$ cat src/rtl/d2e_pkg.sv
// Processor defines shared by the decode-to-execute boundary.
// ALU opcodes, control-word bit order, push/pop, CALL phase, sequencer states.
package d2e_pkg;

  localparam int DATA_W = 16;
  localparam int PC_W   = 32;
  localparam int RA_W   = 3;
  localparam int CTRL_W = 10;
  localparam int ALU_W  = 4;

  // Control word {IR,IW,MR,MW,MTR,ALU_src,RW,Branch,SetC,CLRC}
  localparam int CB_IR   = 9;
  localparam int CB_IW   = 8;
  localparam int CB_MR   = 7;
  localparam int CB_MW   = 6;
  localparam int CB_MTR  = 5;
  localparam int CB_ASRC = 4;
  localparam int CB_RW   = 3;
  localparam int CB_BR   = 2;
  localparam int CB_SETC = 1;
  localparam int CB_CLRC = 0;

  localparam logic [CTRL_W-1:0] ALU_SIGNALS = 10'b00_0000_1000;

  typedef enum logic [ALU_W-1:0] {
    ALU_NOP = 4'd0,
    ALU_ADD = 4'd1,
    ALU_SUB = 4'd2,
    ALU_AND = 4'd3,
    ALU_OR  = 4'd4,
    ALU_NOT = 4'd5,
    ALU_INC = 4'd6,
    ALU_DEC = 4'd7,
    ALU_SHL = 4'd8,
    ALU_SHR = 4'd9,
    ALU_MOV = 4'd10
  } alu_op_e;

  localparam logic [1:0] PP_NONE = 2'b00;
  localparam logic [1:0] PP_PUSH = 2'b01;
  localparam logic [1:0] PP_POP  = 2'b11;

  localparam logic [1:0] CALL_NONE   = 2'b00;
  localparam logic [1:0] CALL_FIRST  = 2'b11;
  localparam logic [1:0] CALL_SECOND = 2'b01;

  typedef enum logic [1:0] {
    S_NORMAL  = 2'd0,
    S_LDM_IMM = 2'd1,
    S_CALL_HI = 2'd2,
    S_DRAIN   = 2'd3
  } seq_state_e;

endpackage

$ cat src/rtl/d2e_seq_fsm.sv
// Multi-cycle sequencer: LDM two-word, CALL two-push, RET/RTI drain.
// Owns state + St/Sst/FlushNum/firstCall feedback; exports load/kill.
module d2e_seq_fsm
  import d2e_pkg::*;
(
  input  logic       i_clk,
  input  logic       i_rst,
  input  logic       i_stall,
  input  logic       i_flush,
  input  logic       i_st,
  input  logic       i_sst,
  input  logic [1:0] i_flush_num,
  input  logic [1:0] i_first_call,
  output logic       o_st,
  output logic       o_sst,
  output logic [1:0] o_flush_num,
  output logic [1:0] o_first_call,
  output seq_state_e o_state,
  output logic       o_load,
  output logic       o_kill
);

  seq_state_e r_state;
  seq_state_e w_next;
  logic       r_st;
  logic       r_sst;
  logic [1:0] r_flush_num;
  logic [1:0] r_first_call;
  logic       w_kill;
  logic       w_load;

  // The CALL caused the redirect, so its second push must survive it.
  assign w_kill = i_flush && (r_state != S_CALL_HI);
  // A flush that is not a kill still advances the pipe.
  assign w_load = i_flush || !i_stall;

  always_comb begin
    w_next = r_state;
    unique case (r_state)
      S_NORMAL: begin
        if (i_st && i_sst)
          w_next = S_LDM_IMM;
        else if (i_first_call == CALL_FIRST)
          w_next = S_CALL_HI;
        else if (i_flush_num != 2'd0)
          w_next = S_DRAIN;
      end
      S_LDM_IMM: w_next = S_NORMAL;
      S_CALL_HI: w_next = S_NORMAL;
      S_DRAIN: begin
        if (i_flush_num == 2'd0)
          w_next = S_NORMAL;
      end
    endcase
  end

  always_ff @(posedge i_clk) begin
    if (i_rst) begin
      r_state      <= S_NORMAL;
      r_st         <= 1'b0;
      r_sst        <= 1'b0;
      r_flush_num  <= 2'd0;
      r_first_call <= CALL_NONE;
    end else if (w_kill) begin
      r_state      <= S_NORMAL;
      r_st         <= 1'b0;
      r_sst        <= 1'b0;
      r_flush_num  <= 2'd0;
      r_first_call <= CALL_NONE;
    end else if (w_load) begin
      r_state      <= w_next;
      r_st         <= i_st;
      r_sst        <= i_sst;
      r_flush_num  <= i_flush_num;
      r_first_call <= i_first_call;
    end
  end

  assign o_st         = r_st;
  assign o_sst        = r_sst;
  assign o_flush_num  = r_flush_num;
  assign o_first_call = r_first_call;
  assign o_state      = r_state;
  assign o_load       = w_load;
  assign o_kill       = w_kill;

endmodule

$ cat src/rtl/d2e_buffer.sv
// Decode-to-execute pipeline register with stall/flush and LDM immediate.
// Ports: control/ALU/data/addr/instr/pc in -> *_q out, seq feedback, bubble_q.
module d2e_buffer
  import d2e_pkg::*;
#(
  parameter int DATA_W = d2e_pkg::DATA_W,
  parameter int PC_W   = d2e_pkg::PC_W,
  parameter int RA_W   = d2e_pkg::RA_W
) (
  input  logic              clk,
  input  logic              rst,
  input  logic              stall,
  input  logic              flush,
  input  logic [9:0]        ctrl_in,
  input  logic [3:0]        alu_sig_in,
  input  logic              shift_in,
  input  logic [1:0]        push_pop_in,
  input  logic              st_in,
  input  logic              sst_in,
  input  logic [1:0]        flush_num_in,
  input  logic [1:0]        first_call_in,
  input  logic [DATA_W-1:0] rsrc_data_in,
  input  logic [DATA_W-1:0] rdst_data_in,
  input  logic [RA_W-1:0]   rsrc_addr_in,
  input  logic [RA_W-1:0]   rdst_addr_in,
  input  logic [DATA_W-1:0] instr_in,
  input  logic [PC_W-1:0]   pc_in,
  output logic [9:0]        ctrl_q,
  output logic [3:0]        alu_sig_q,
  output logic              shift_q,
  output logic [1:0]        push_pop_q,
  output logic [DATA_W-1:0] rsrc_data_q,
  output logic [DATA_W-1:0] rdst_data_q,
  output logic [RA_W-1:0]   rsrc_addr_q,
  output logic [RA_W-1:0]   rdst_addr_q,
  output logic [PC_W-1:0]   pc_q,
  output logic [DATA_W-1:0] imm_q,
  output logic              st_q,
  output logic              sst_q,
  output logic [1:0]        flush_num_q,
  output logic [1:0]        first_call_q,
  output logic              bubble_q
);

  seq_state_e w_state;
  logic       w_load;
  logic       w_kill;
  logic       w_ldm;

  logic [9:0]        r_ctrl;
  logic [3:0]        r_alu_sig;
  logic              r_shift;
  logic [1:0]        r_push_pop;
  logic [DATA_W-1:0] r_rsrc_data;
  logic [DATA_W-1:0] r_rdst_data;
  logic [RA_W-1:0]   r_rsrc_addr;
  logic [RA_W-1:0]   r_rdst_addr;
  logic [PC_W-1:0]   r_pc;
  logic [DATA_W-1:0] r_imm;
  logic              r_bubble;

  d2e_seq_fsm u_seq (
    .i_clk        (clk),
    .i_rst        (rst),
    .i_stall      (stall),
    .i_flush      (flush),
    .i_st         (st_in),
    .i_sst        (sst_in),
    .i_flush_num  (flush_num_in),
    .i_first_call (first_call_in),
    .o_st         (st_q),
    .o_sst        (sst_q),
    .o_flush_num  (flush_num_q),
    .o_first_call (first_call_q),
    .o_state      (w_state),
    .o_load       (w_load),
    .o_kill       (w_kill)
  );

  // Second LDM word: keep the LDM's destination, capture the immediate.
  assign w_ldm = (w_state == S_LDM_IMM) && !w_kill;

  always_ff @(posedge clk) begin
    if (rst) begin
      r_ctrl      <= '0;
      r_alu_sig   <= '0;
      r_shift     <= 1'b0;
      r_push_pop  <= '0;
      r_rsrc_data <= '0;
      r_rdst_data <= '0;
      r_rsrc_addr <= '0;
      r_rdst_addr <= '0;
      r_pc        <= '0;
      r_imm       <= '0;
      r_bubble    <= 1'b1;
    end else if (w_load) begin
      r_rsrc_data <= rsrc_data_in;
      r_rdst_data <= rdst_data_in;
      r_rsrc_addr <= rsrc_addr_in;
      r_pc        <= pc_in;
      if (!w_ldm)
        r_rdst_addr <= rdst_addr_in;
      if (w_ldm)
        r_imm <= instr_in;
      if (w_kill) begin
        r_ctrl     <= '0;
        r_alu_sig  <= ALU_NOP;
        r_shift    <= 1'b0;
        r_push_pop <= PP_NONE;
        r_bubble   <= 1'b1;
      end else begin
        r_ctrl     <= ctrl_in;
        r_alu_sig  <= alu_sig_in;
        r_shift    <= shift_in;
        r_push_pop <= push_pop_in;
        r_bubble   <= (ctrl_in == '0)
                   && (push_pop_in == PP_NONE);
      end
    end
  end

  assign ctrl_q      = r_ctrl;
  assign alu_sig_q   = r_alu_sig;
  assign shift_q     = r_shift;
  assign push_pop_q  = r_push_pop;
  assign rsrc_data_q = r_rsrc_data;
  assign rdst_data_q = r_rdst_data;
  assign rsrc_addr_q = r_rsrc_addr;
  assign rdst_addr_q = r_rdst_addr;
  assign pc_q        = r_pc;
  assign imm_q       = r_imm;
  assign bubble_q    = r_bubble;

endmodule

$ cat config.mk
export PLATFORM = sky130hd
export DESIGN_NAME = d2e_buffer
export DESIGN_NICKNAME = d
export VERILOG_FILES = /design/src/rtl/d2e_pkg.sv /design/src/rtl/d2e_seq_fsm.sv /design/src/rtl/d2e_buffer.sv
export SDC_FILE = /design/constraint.sdc
export NUM_CORES = 1
export LEC_CHECK = 0
export ABC_AREA = 1
export CAP_MARGIN = 0
export CORE_MARGIN = 5
export CORE_UTILIZATION = 35
export DETAILED_ROUTE_END_ITERATION = 6
export PLACE_DENSITY = 0.79
export SETUP_SLACK_MARGIN = 0.5
export SLEW_MARGIN = 20
export SYNTH_ARGS = -nofsm -noshare
export SYNTH_HDL_FRONTEND = slang
export SYNTH_SLANG_ARGS = --single-unit
$ cat constraint.sdc
create_clock -name clk -period 1 [get_ports clk]
set_input_delay 0.2 -clock clk [delete_from_list [all_inputs] [get_ports clk]]
set_output_delay 0.2 -clock clk [all_outputs]
set_load 0.005 [all_outputs]
# Word level (Yosys, flattened, before mapping)
# Cells that the tools add are included.
[word_totals]
ff_bits = 112
in_bits = 113
out_inout_bits = 110
word_cells = 51
[op_classes]
eq_ne = 7
n_mux = 10
bitwise_logic = 1
reduce_logical = 17
[op_table]
columns = ["op", "n"]
rows = [
  ["10-bit logical NOT", 1],
  ["10-bit 2-to-1 mux", 1],
  ["2-bit 2-to-1 mux", 5],
  ["2-bit == test (second input constant)", 3],
  ["2-bit logical NOT", 3],
  ["2-bit case mux with 3 select lines", 1],
  ["1-bit logical AND", 4],
  ["4-bit 2-to-1 mux", 1],
  ["4-bit by 1-bit != test with 1-bit output (second input constant)", 1],
  ["2-bit AND reduction", 2],
  ["2-bit OR reduction", 2],
  ["3-bit AND reduction", 1],
  ["2-bit by 1-bit == test with 1-bit output (second input constant)", 1],
  ["1-bit logical NOT", 2],
  ["1-bit 2-to-1 mux", 2],
  ["2-bit by 1-bit != test with 1-bit output (second input constant)", 1],
  ["2-bit != test (second input constant)", 1],
  ["2-bit nonzero test", 1],
  ["1-bit logical OR", 1],
  ["1-bit NOT", 1],
]

# Depth between registers and ports, before layout
# Gate-level depths: netlist of the first run.
[logic_depth]
word_depth = 6
ltp_mapped = 7
ltp_nobuf = 7

# Modules after synthesis
# Synthesis of the first run repeated with hierarchy kept, for this count alone.
[unflattened]
cells_unflattened = 527
area_unflattened_um2 = 4117.7
[by_module_without_submodules]
columns = ["module", "instances", "cells_each", "area_each_um2", "seq_area_each_um2"]
rows = [
  ["d2e_buffer", 1, 471, 3708.6, 2082.0],
  ["d2e_seq_fsm", 1, 56, 409.1, 160.2],
]

# Least setup slack after synthesis of the first run
# OpenSTA, ideal clock, no wires.
[synth_path]
path_kind = "register to register"
start = "reg u_seq.r_state[0] (netlist: u_seq.o_state[0])"
end = "reg r_imm[10] (netlist: imm_q[10])"
setup_time_ns = 0.116
t_arrival_ns = 0.965
required_time_ns = 0.884
slack_ns = -0.081
path_stages_with_launch = 7
n_path_buf = 1
period_less_slack_ns = 1.081
cell_sequence = "dfxtp_1 inv_2 nor2_4 nand3_4 clkbuf_2 o21ai_0 nor2_1"
[synth_between]
elab_chain_cells = 5
word_cells_on_any_way = 6
classes_between = "eq/ne: 2; reduce/logical: 4"
[synth_lines]
columns = ["item", "line_no", "rtl"]
rows = [
  ["start: declaration", "d2e_seq_fsm.sv:23", "seq_state_e r_state;"],
  ["start signal: assignment", "d2e_seq_fsm.sv:71", "r_state <= w_next;"],
  ["2-bit != test", "d2e_seq_fsm.sv:33", "assign w_kill = i_flush && (r_state != S_CALL_HI);"],
  ["1-bit logical AND", "d2e_seq_fsm.sv:33", ""],
  ["1-bit logical NOT", "d2e_buffer.sv:81", "assign w_ldm = (w_state == S_LDM_IMM) && !w_kill;"],
  ["1-bit logical AND *", "d2e_buffer.sv:81", ""],
  ["2-bit AND reduction (no line) *", "-", ""],
  ["end signal: assignment", "d2e_buffer.sv:104", "r_imm <= instr_in;"],
  ["end: declaration", "d2e_buffer.sv:59", "logic [DATA_W-1:0] r_imm;"],
]
# Every way passes the cells marked *; elsewhere a longest branch is shown, timed or not.
# A chain may end at the register's enable or synchronous reset.

# Worst setup path after layout of the first run
[layout_path]
start = "reg u_seq.r_state[1] (netlist: u_seq.o_state[1])"
end = "reg r_imm[6] (netlist: imm_q[6])"
# The elaborated chain is that of the path after synthesis.

==> results.yml, run 1 <==
clock_tree:
  insertion_delay_ns: 0.33
  cts.clk_slew.worst_paths_ns: 0.07
  clk_path_buf_depth: 2
  cts_inserted_buffers: 9
  cts_tree: "yes"
  cts-root-buf: "clkbuf_16"
  htreeDepth: 3
  cts.sinks: 112
yosys:
  syn_area_per_cell_um2: 7.76
  synthTopCellsByArea: "dfxtp_1, nor2_1, o21ai_0, nand2_1, nand3_1"
  synth_nets: 634
  synth_top_cell_area_share: 0.555
  yosysTopAreaCell: "dfxtp_1"
  syn_area_mm2: 0.00404
  synth.distinct_cells: 19
  seq_area_frac_synth: 0.555
  synthCells: 521
  ys_warn_count: 0
  yosys_register_bits: 112
timing:
  setup_ws_ns: -0.135
  tightest_slew_ns: 0.235
  rsz0062_at_grt: "yes"
  maxSlewViolCount: 0
  relSlewSlack: 0.842
  finalSetupTns_ns: -3.30
  setup_violations: 46
  finalCriticalPeriod_ns: 1.14
  max_freq_ghz: 0.881
  fin_skew_ns: 0.00555
  period_share: 1.14
  hold_violations: 0
finish:
  n_fill_cell: 671
  layout-drive-gt1-share: 0.583
  ff_latch_area_mm2: 0.00242
  finalNetCount: 955
  syn_to_final_growth_pct: 127
  multi_input_area_mm2: 0.00230
  antenna_cells: 0
setup_path:
  critical_path_arrival_ns: 1.36
  cpMaxStageDelayCell: "dfxtp_2"
  cp_top_family: "simple AND/OR/NAND/NOR gates"
  path_cells: "nor2_4 -> nand3_2 -> o21ai_1 -> nor2_1"
  cp-end-kind: "flop"
  critPathRequiredTime_ns: 1.23
  max_stage_delay_ns: 0.36
  critPathKind: "reg2reg"
  critPathBufInv: 0
  path_max_fanout: 8
  cp-start-kind: "flop"
routing:
  drt-pass1-iter-count: 4
  drt_iter0_drc: 184
  viasPerCell: 5.07
  wl_per_cell_um: 19.1
  num_vias: 5011
  drc_errors: 0
  postRouteWirelength_um: 18900
  drt.antenna.violating_nets: 0
placement:
  port_buffers: 222
  dp_hpwl_um: 9920
  gp_congestion: 0.779
run:
  cap_viol_max_count: 0
global_routing:
  grt_pass1_wl_um: 27300
  overflow: 0
  grt_max_degree: 20
  antenna_found_initial: 0
  grt_use_total: 0.243
  first_global_vias: 5126
power:
  finalPower_mw: 11.5
  vdd.ir_drop.worst_v: 0.000985
  powerDensity_mw_per_mm2: 1250
  power_leakage_nw: 3.98
run_status:
  failed_checks: "setup timing"
  outcome: "finished, violations left"
floorplan:
  io_pins: 223
  row_count: 39
  core_area_mm2: 0.0114
  die_w_um: 117
  fp.dieH_um: 117
  die_area_mm2: 0.0138
  initial_core_util: 0.356
hold_path:
  hold_class: "in2reg"
-- per-stage QoR --
step	hold WS (ns)	util	setup WS [ns]	area, um2	cells
after floorplan	0.321	-	-0.0386	4350	521
after global placement	0.452	0.594	-0.524	6750	879
after detailed placement	0.458	0.594	-0.583	6750	879
after CTS	0.234	0.736	-0.131	8360	943
after global routing	0.260	0.808	-0.244	9190	988
final	0.253	0.808	-0.135	9190	988
-- worst min-delay path, cell delays in order --
cell	delay, ns
buf_2	0.17
nor2_4	0.08
nand2_1	0.07
nor2_1	0.03
-- state kept, by name, indices dropped and copies added, names as in the netlist --
register            count
imm_q                  16
alu_sig_q               4
u_seq.o_sst             1
u_seq.o_state           2
rdst_data_q            16
shift_q                 1
ctrl_q                 10
rsrc_data_q            16
push_pop_q              2
rsrc_addr_q             3
u_seq.o_first_call      2
bubble_q                1
pc_q                   32
rdst_addr_q             3
u_seq.o_st              1
u_seq.o_flush_num       2
-- cell usage in the layout (no fill, tap or decap), types with 5 or more instances in the layout --
cell / count
nand2_1: 41
dfxtp_2: 96
o21ai_2: 31
buf_8: 5
clkdlybuf4s50_1: 109
o21ai_4: 5
buf_16: 18
dfxtp_4: 16
a21oi_1: 8
o21ai_1: 40
buf_2: 27
nor2_4: 60
nand3_1: 25
nand3_2: 11
buf_4: 64
o21ai_0: 10
buf_6: 87
bufbuf_16: 6
nor2_2: 18
nor2_1: 113
buf_12: 18
clkbuf_16: 12
-- where the power goes --
part           internal, mW  switching [mW]
Sequential             4.79           0.237
Clock                  1.87            1.53
Combinational          1.83            1.20
Total                  8.49            2.97
-- synth_stat cells --
master,number
dfxtp_1,112
a21oi_1,8
a21oi_2,1
nand2_1,42
nand3_2,3
inv_2,4
buf_6,2
o21ai_0,86
clkbuf_1,15
nor3_1,3
inv_1,5
clkbuf_2,1
nor2_1,188
nand3_1,31
nand3_4,1
inv_4,1
nor2_4,3
buf_2,12
buf_4,3
-- final timing paths --
kind | cells past startpoint | from | slack, ns | endpoint
max | 4 | u_seq.o_state[1] | -0.14 | imm_q[6]
min | 4 | rst | 0.25 | u_seq.o_state[0]
max reg2reg | 4 | u_seq.o_state[1] | -0.14 | imm_q[6]
min reg2reg | 2 | u_seq.o_sst | 0.47 | u_seq.o_sst
-- layer usage --
metal  up-vias  share of wire  global-route usage  wire [um]
met2       216           0.52               0.427       9750
met1      2395           0.38               0.282       7230
met3        59          0.058              0.0581       1110
met4         0          0.044               0.102        830
met5         -              0                   0          0
li1       2341              -                   -          -
-- what timing repair did --
item                                    4_1_cts  5_1_grt
hold buffers                                  0        0
pin swaps                                    41       21
gates cloned                                 27        4
gates resized for setup                     692      114
setup buffers                                23       41
endpoints found under the setup margin      222      222
-- area by class of cell --
class | instances | area share
Clock buffer | 14 | 0.0298
Inverter | 10 | 0.00858
Multi-Input combinational cell | 368 | 0.250
Sequential cell | 112 | 0.264
Tap cell | 143 | 0.0195
Timing Repair Buffer | 339 | 0.424
Timing Repair inverter | 2 | 0.00395
-- logic make-up after synthesis --
| logic type | count (synthesis) | synth area share |
|---|---|---|
| compound gates | 95 | 0.119 |
| buf+inv | 43 | 0.0511 |
| flops | 112 | 0.555 |
| simple gates | 271 | 0.276 |
Power figures use the tool's default switching activity.
==> run 2, diff against run 1 <==
--- a/config.mk
+++ b/config.mk
@@ -7,7 +7,6 @@
 export LEC_CHECK = 0
 export ABC_AREA = 1
 export CAP_MARGIN = 0
-export CORE_MARGIN = 5
 export CORE_UTILIZATION = 35
 export DETAILED_ROUTE_END_ITERATION = 6
 export PLACE_DENSITY = 0.79
==> run 2 against run 1 <==
Net effect: the flow still finishes with violations (setup timing); clock power grew 9.4%; wire length shrank 4.4%; first-iteration DRC count grew 11%; flip-flop and latch count is the same; register-to-register slack lost 0.06 ns; final area shrank 2.4%; global-route usage grew 2.4 points; critical path depth grew 2.
==> results.yml, run 2 (synthesis gave the netlist of run 1 again) <==
run_status:
  outcome: "finished, violations left"
  failed_checks: "setup timing"
floorplan:
  io_pins: 223
  row_count: 38
  die_w_um: 109
  core_area_mm2: 0.0110
  die_area_mm2: 0.0120
  fp.dieH_um: 109
  initial_core_util: 0.366
setup_path:
  critical_path_arrival_ns: 1.41
  path_max_fanout: 11
  cp-end-kind: "flop"
  cp-start-kind: "flop"
  critPathRequiredTime_ns: 1.22
  critPathKind: "reg2reg"
timing:
  maxSlewViolCount: 0
  rsz0062_at_grt: "yes"
  setup_violations: 69
  tightest_slew_ns: 0.215
  fin_skew_ns: 0.00569
  relSlewSlack: 0.855
  finalCriticalPeriod_ns: 1.19
  period_share: 1.19
  max_freq_ghz: 0.839
  setup_ws_ns: -0.191
  hold_violations: 0
  finalSetupTns_ns: -5.29
  whs_ns: 0.413
routing:
  drt.antenna.violating_nets: 0
  postRouteWirelength_um: 18100
  num_vias: 5015
  drc_errors: 0
  drt_iter0_drc: 205
  viasPerCell: 5.10
  wl_per_cell_um: 18.4
  drt-pass1-iter-count: 4
clock_tree:
  clk_path_buf_depth: 2
  htreeDepth: 3
  insertion_delay_ns: 0.34
  cts.clk_slew.worst_paths_ns: 0.07
  cts.sinks: 112
  cts-root-buf: "clkbuf_16"
  cts_tree: "yes"
  cts_inserted_buffers: 9
global_routing:
  grt_use_total: 0.267
  grt_max_degree: 27
  antenna_found_initial: 0
  grt_pass1_wl_um: 24300
  overflow: 0
  first_global_vias: 4964
finish:
  final_cell_mix: "nor2_1, clkdlybuf4s50_1, dfxtp_2"
  antenna_cells: 0
  largest_reg_flops: 32
  syn_to_final_growth_pct: 122
  finalNetCount: 952
  n_fill_cell: 624
  finalNonFillerCells: 983
  final_common_cell: "nor2_1"
  layout-drive-gt1-share: 0.595
power:
  vdd.ir_drop.worst_v: 0.00114
  power_leakage_nw: 3.90
  powerDensity_mw_per_mm2: 1300
placement:
  gp_congestion: 0.757
  post-place-cells: 882
  dp_hpwl_um: 9250
  port_buffers: 222
hold_path:
  hold_class: "in2reg"
run:
  cap_viol_max_count: 0
[run 2: cell count changes in the layout (fill, tap and decap cells not counted), sizes merged]
cell and change:
buf +9, bufinv +1, inv -1, clkdlybuf4s15 +1, bufbuf -5, nand3 -2, clkinv +1, clkbuf -6
[run 2: path summary, 6_finish.rpt]
kind / start / to / slack (ns) / cells past startpoint
setup / recovery: u_seq.o_state[0] / imm_q[10] / -0.19 / 6
hold / removal: alu_sig_in[2] / alu_sig_q[2] / 0.41 / 3
setup reg to reg: u_seq.o_state[0] / imm_q[10] / -0.19 / 6
hold reg to reg: shift_q / shift_q / 0.47 / 2
[run 2: what timing repair did]
item	4_1_cts	5_1_grt
setup endpoints to repair	222	222
cloned	19	1
buffers inserted	31	35
hold buffers	0	0
pin swaps	50	28
resized for setup	684	115
[run 2: final cells by class]
| class | instances | area, um2 | area share |
|---|---|---|---|
| timing repair buffer | 340 | 3670 | 0.409 |
| sequential | 112 | 2410 | 0.269 |
| multi-input combinational | 366 | 2330 | 0.260 |
| clock buffer | 12 | 267 | 0.0297 |
| tap | 140 | 175 | 0.0195 |
| inverter | 10 | 66.3 | 0.00740 |
| clock inverter | 3 | 40.0 | 0.00447 |
[run 2: power breakdown]
part           leakage (nW)  switching (mW)  internal (mW)
Sequential            0.966           0.245           4.80
Combinational          2.78            1.17           1.71
Clock                 0.154            1.59           2.13
Total                  3.90            3.01           8.63
[run 2: worst max-delay path, cell delays in order (launching register included)]
cell and delay (ns):
dfxtp_2 0.34, inv_2 0.05, nor2_4 0.14, nand3_4 0.14
buf_12 0.19, o21ai_4 0.14, nor2_1 0.07
[run 2: metal layers]
| layer | share of wire | vias up | GRT usage |
|---|---|---|---|
| li1 | - | 2323 | - |
| met3 | 0.062 | 65 | 0.0622 |
| met1 | 0.38 | 2404 | 0.289 |
| met2 | 0.51 | 223 | 0.473 |
| met4 | 0.044 | 0 | 0.160 |
| met5 | 0 | - | 0 |
[run 2: stage by stage]
step,cell area (um2),power [mW],util,setup WS (ns)
floorplan,4350,5.71,-,-0.0386
global placement,6790,6.90,0.616,-0.555
detailed placement,6790,6.96,0.616,-0.643
CTS,8190,11.2,0.743,-0.124
global route,8970,12.1,0.813,-0.242
finish,8970,11.6,0.813,-0.191
==> run 3, diff against run 2 <==
--- a/config.mk
+++ b/config.mk
@@ -7,9 +7,9 @@
 export LEC_CHECK = 0
 export ABC_AREA = 1
 export CAP_MARGIN = 0
-export CORE_UTILIZATION = 35
+export CORE_UTILIZATION = 30
 export DETAILED_ROUTE_END_ITERATION = 6
-export PLACE_DENSITY = 0.79
+export PLACE_DENSITY = 0.69
 export SETUP_SLACK_MARGIN = 0.5
 export SLEW_MARGIN = 20
 export SYNTH_ARGS = -nofsm -noshare
==> run 3 against run 2 <==
Net effect: the flow still finishes with violations (setup timing); core utilization down 18 points; fmax rose by 2.3%; critical path depth is the same; wire length fell by 13%; critical path type unchanged; largest power group unchanged; highest routed layer unchanged.
==> results.yml, run 3 (synthesis gave the netlist of run 1 again) <==
timing:
  whs_ns: 0.410
  setup_ws_ns: -0.165
  tightest_slew_ns: 0.380
  finalSetupTns_ns: -5.30
  relSlewSlack: 0.747
  period_share: 1.16
  fin_skew_ns: 0.00680
  setup_violations: 51
  rsz0062_at_grt: "yes"
  maxSlewViolCount: 0
  hold_violations: 0
  max_freq_ghz: 0.858
  finalCriticalPeriod_ns: 1.16
clock_tree:
  cts.sinks: 112
  clk_path_buf_depth: 2
  insertion_delay_ns: 0.35
  cts-root-buf: "clkbuf_16"
  htreeDepth: 3
  cts.clk_slew.worst_paths_ns: 0.07
  cts_inserted_buffers: 9
  cts_tree: "yes"
  postCtsHoldBufs: 0
setup_path:
  critPathKind: "reg2reg"
  reg2reg_depth: 6
  max_stage_delay_ns: 0.33
  path_max_fanout: 8
  cp-end-kind: "flop"
  r2r-start: "u_seq.o_state[0]"
  cpMaxStageDelayCell: "dfxtp_2"
  critPathRequiredTime_ns: 1.24
  cp-start-kind: "flop"
  path_cells: "inv_2 -> nor2_4 -> buf_12 -> nand3_4 -> o21ai_2 -> nor2_1"
  critical_path_arrival_ns: 1.40
  r2r_end: "imm_q[10]"
  cp_top_family: "simple AND/OR/NAND/NOR gates"
  r2r_slack_ns: -0.16
  critPathBufInv: 2
run_status:
  outcome: "finished, violations left"
  failed_checks: "setup timing"
finish:
  finalNetCount: 933
  final_cell_mix: "nor2_1, dfxtp_2, clkdlybuf4s50_1"
  n_fill_cell: 1099
  layout-drive-gt1-share: 0.531
  ff_latch_area_mm2: 0.00238
  antenna_cells: 0
  syn_to_final_growth_pct: 108
  final_common_cell: "nor2_1"
  fin_util: 0.637
  largest_reg_flops: 32
  multi_input_area_mm2: 0.00197
floorplan:
  initial_core_util: 0.306
  die_area_mm2: 0.0139
  io_pins: 223
  die_w_um: 118
  row_count: 42
  fp.dieH_um: 118
  core_area_mm2: 0.0132
global_routing:
  first_global_vias: 4487
  overflow: 0
  grt_use_total: 0.212
  antenna_found_initial: 0
  grt_max_degree: 30
  grt_pass1_wl_um: 23100
routing:
  num_vias: 4735
  drt.antenna.violating_nets: 0
  viasPerCell: 4.73
  wl_per_cell_um: 15.7
  drc_errors: 0
  drt-pass1-iter-count: 7
  postRouteWirelength_um: 15700
  drt_iter0_drc: 221
hold_path:
  min_to: "alu_sig_q[1]"
  hold_class: "in2reg"
  hp-start: "alu_sig_in[1]"
  whs_path_depth: 3
power:
  power_leakage_nw: 3.77
  powerDensity_mw_per_mm2: 1320
  vdd.ir_drop.worst_v: 0.000690
  finalPower_mw: 11.1
placement:
  dp_hpwl_um: 9200
  gp_congestion: 0.806
  port_buffers: 222
run:
  cap_viol_max_count: 0
run 3: cell type report:
class / instances / share of cell area
timing repair buffer: 317 / 0.409
clock inverter: 2 / 0.00149
inverter: 10 / 0.00879
tap: 176 / 0.0262
clock buffer: 14 / 0.0326
timing repair inverter: 2 / 0.00298
multi-input combinational: 368 / 0.235
sequential: 112 / 0.284
run 3: per-layer routing:
layer | track usage | wire (um)
met5 | 0 | 0
met3 | 0.0552 | 1090
met4 | 0.0962 | 418
met2 | 0.368 | 7730
met1 | 0.243 | 6510
run 3: what timing repair did:
item | CTS | global route
resized for setup | 590 | 81
setup buffers | 18 | 24
cloned | 19 | 5
pin swaps | 13 | 29
setup endpoints to repair | 222 | 222
run 3: where the power goes:
group | total (mW) | switching (mW) | internal [mW] | leakage [nW]
Sequential | 5.01 | 0.201 | 4.81 | 0.962
Combinational | 2.55 | 0.988 | 1.56 | 2.67
Clock | 3.50 | 1.60 | 1.90 | 0.139
run 3: worst max-delay path by stage:
stage                                 to  depth (start not counted)  slack [ns]              from
after CTS                      imm_q[10]                          5       -0.13  u_seq.o_state[1]
after global placement         ctrl_q[6]                          7       -0.49             stall
after detailed placement  rdst_data_q[9]                          7       -0.54             stall
after global routing            imm_q[2]                          6       -0.21  u_seq.o_state[0]
after floorplan                imm_q[10]                          6       -0.04  u_seq.o_state[0]
final                          imm_q[10]                          6       -0.16  u_seq.o_state[0]
run 3: tightest hold or removal path: stages:
cell and delay, ns:
clkdlybuf4s50_1 0.40, nand3_1 0.08, nand2_1 0.04
run 3: through the flow:
step                      worst slack (ns)  instances  area (um2)
after floorplan                    -0.0386        521        4350
after global routing                -0.212       1001        8400
after detailed placement            -0.541        919        6830
final                               -0.165       1001        8400
after CTS                           -0.127        972        7780
after global placement              -0.490        919        6830
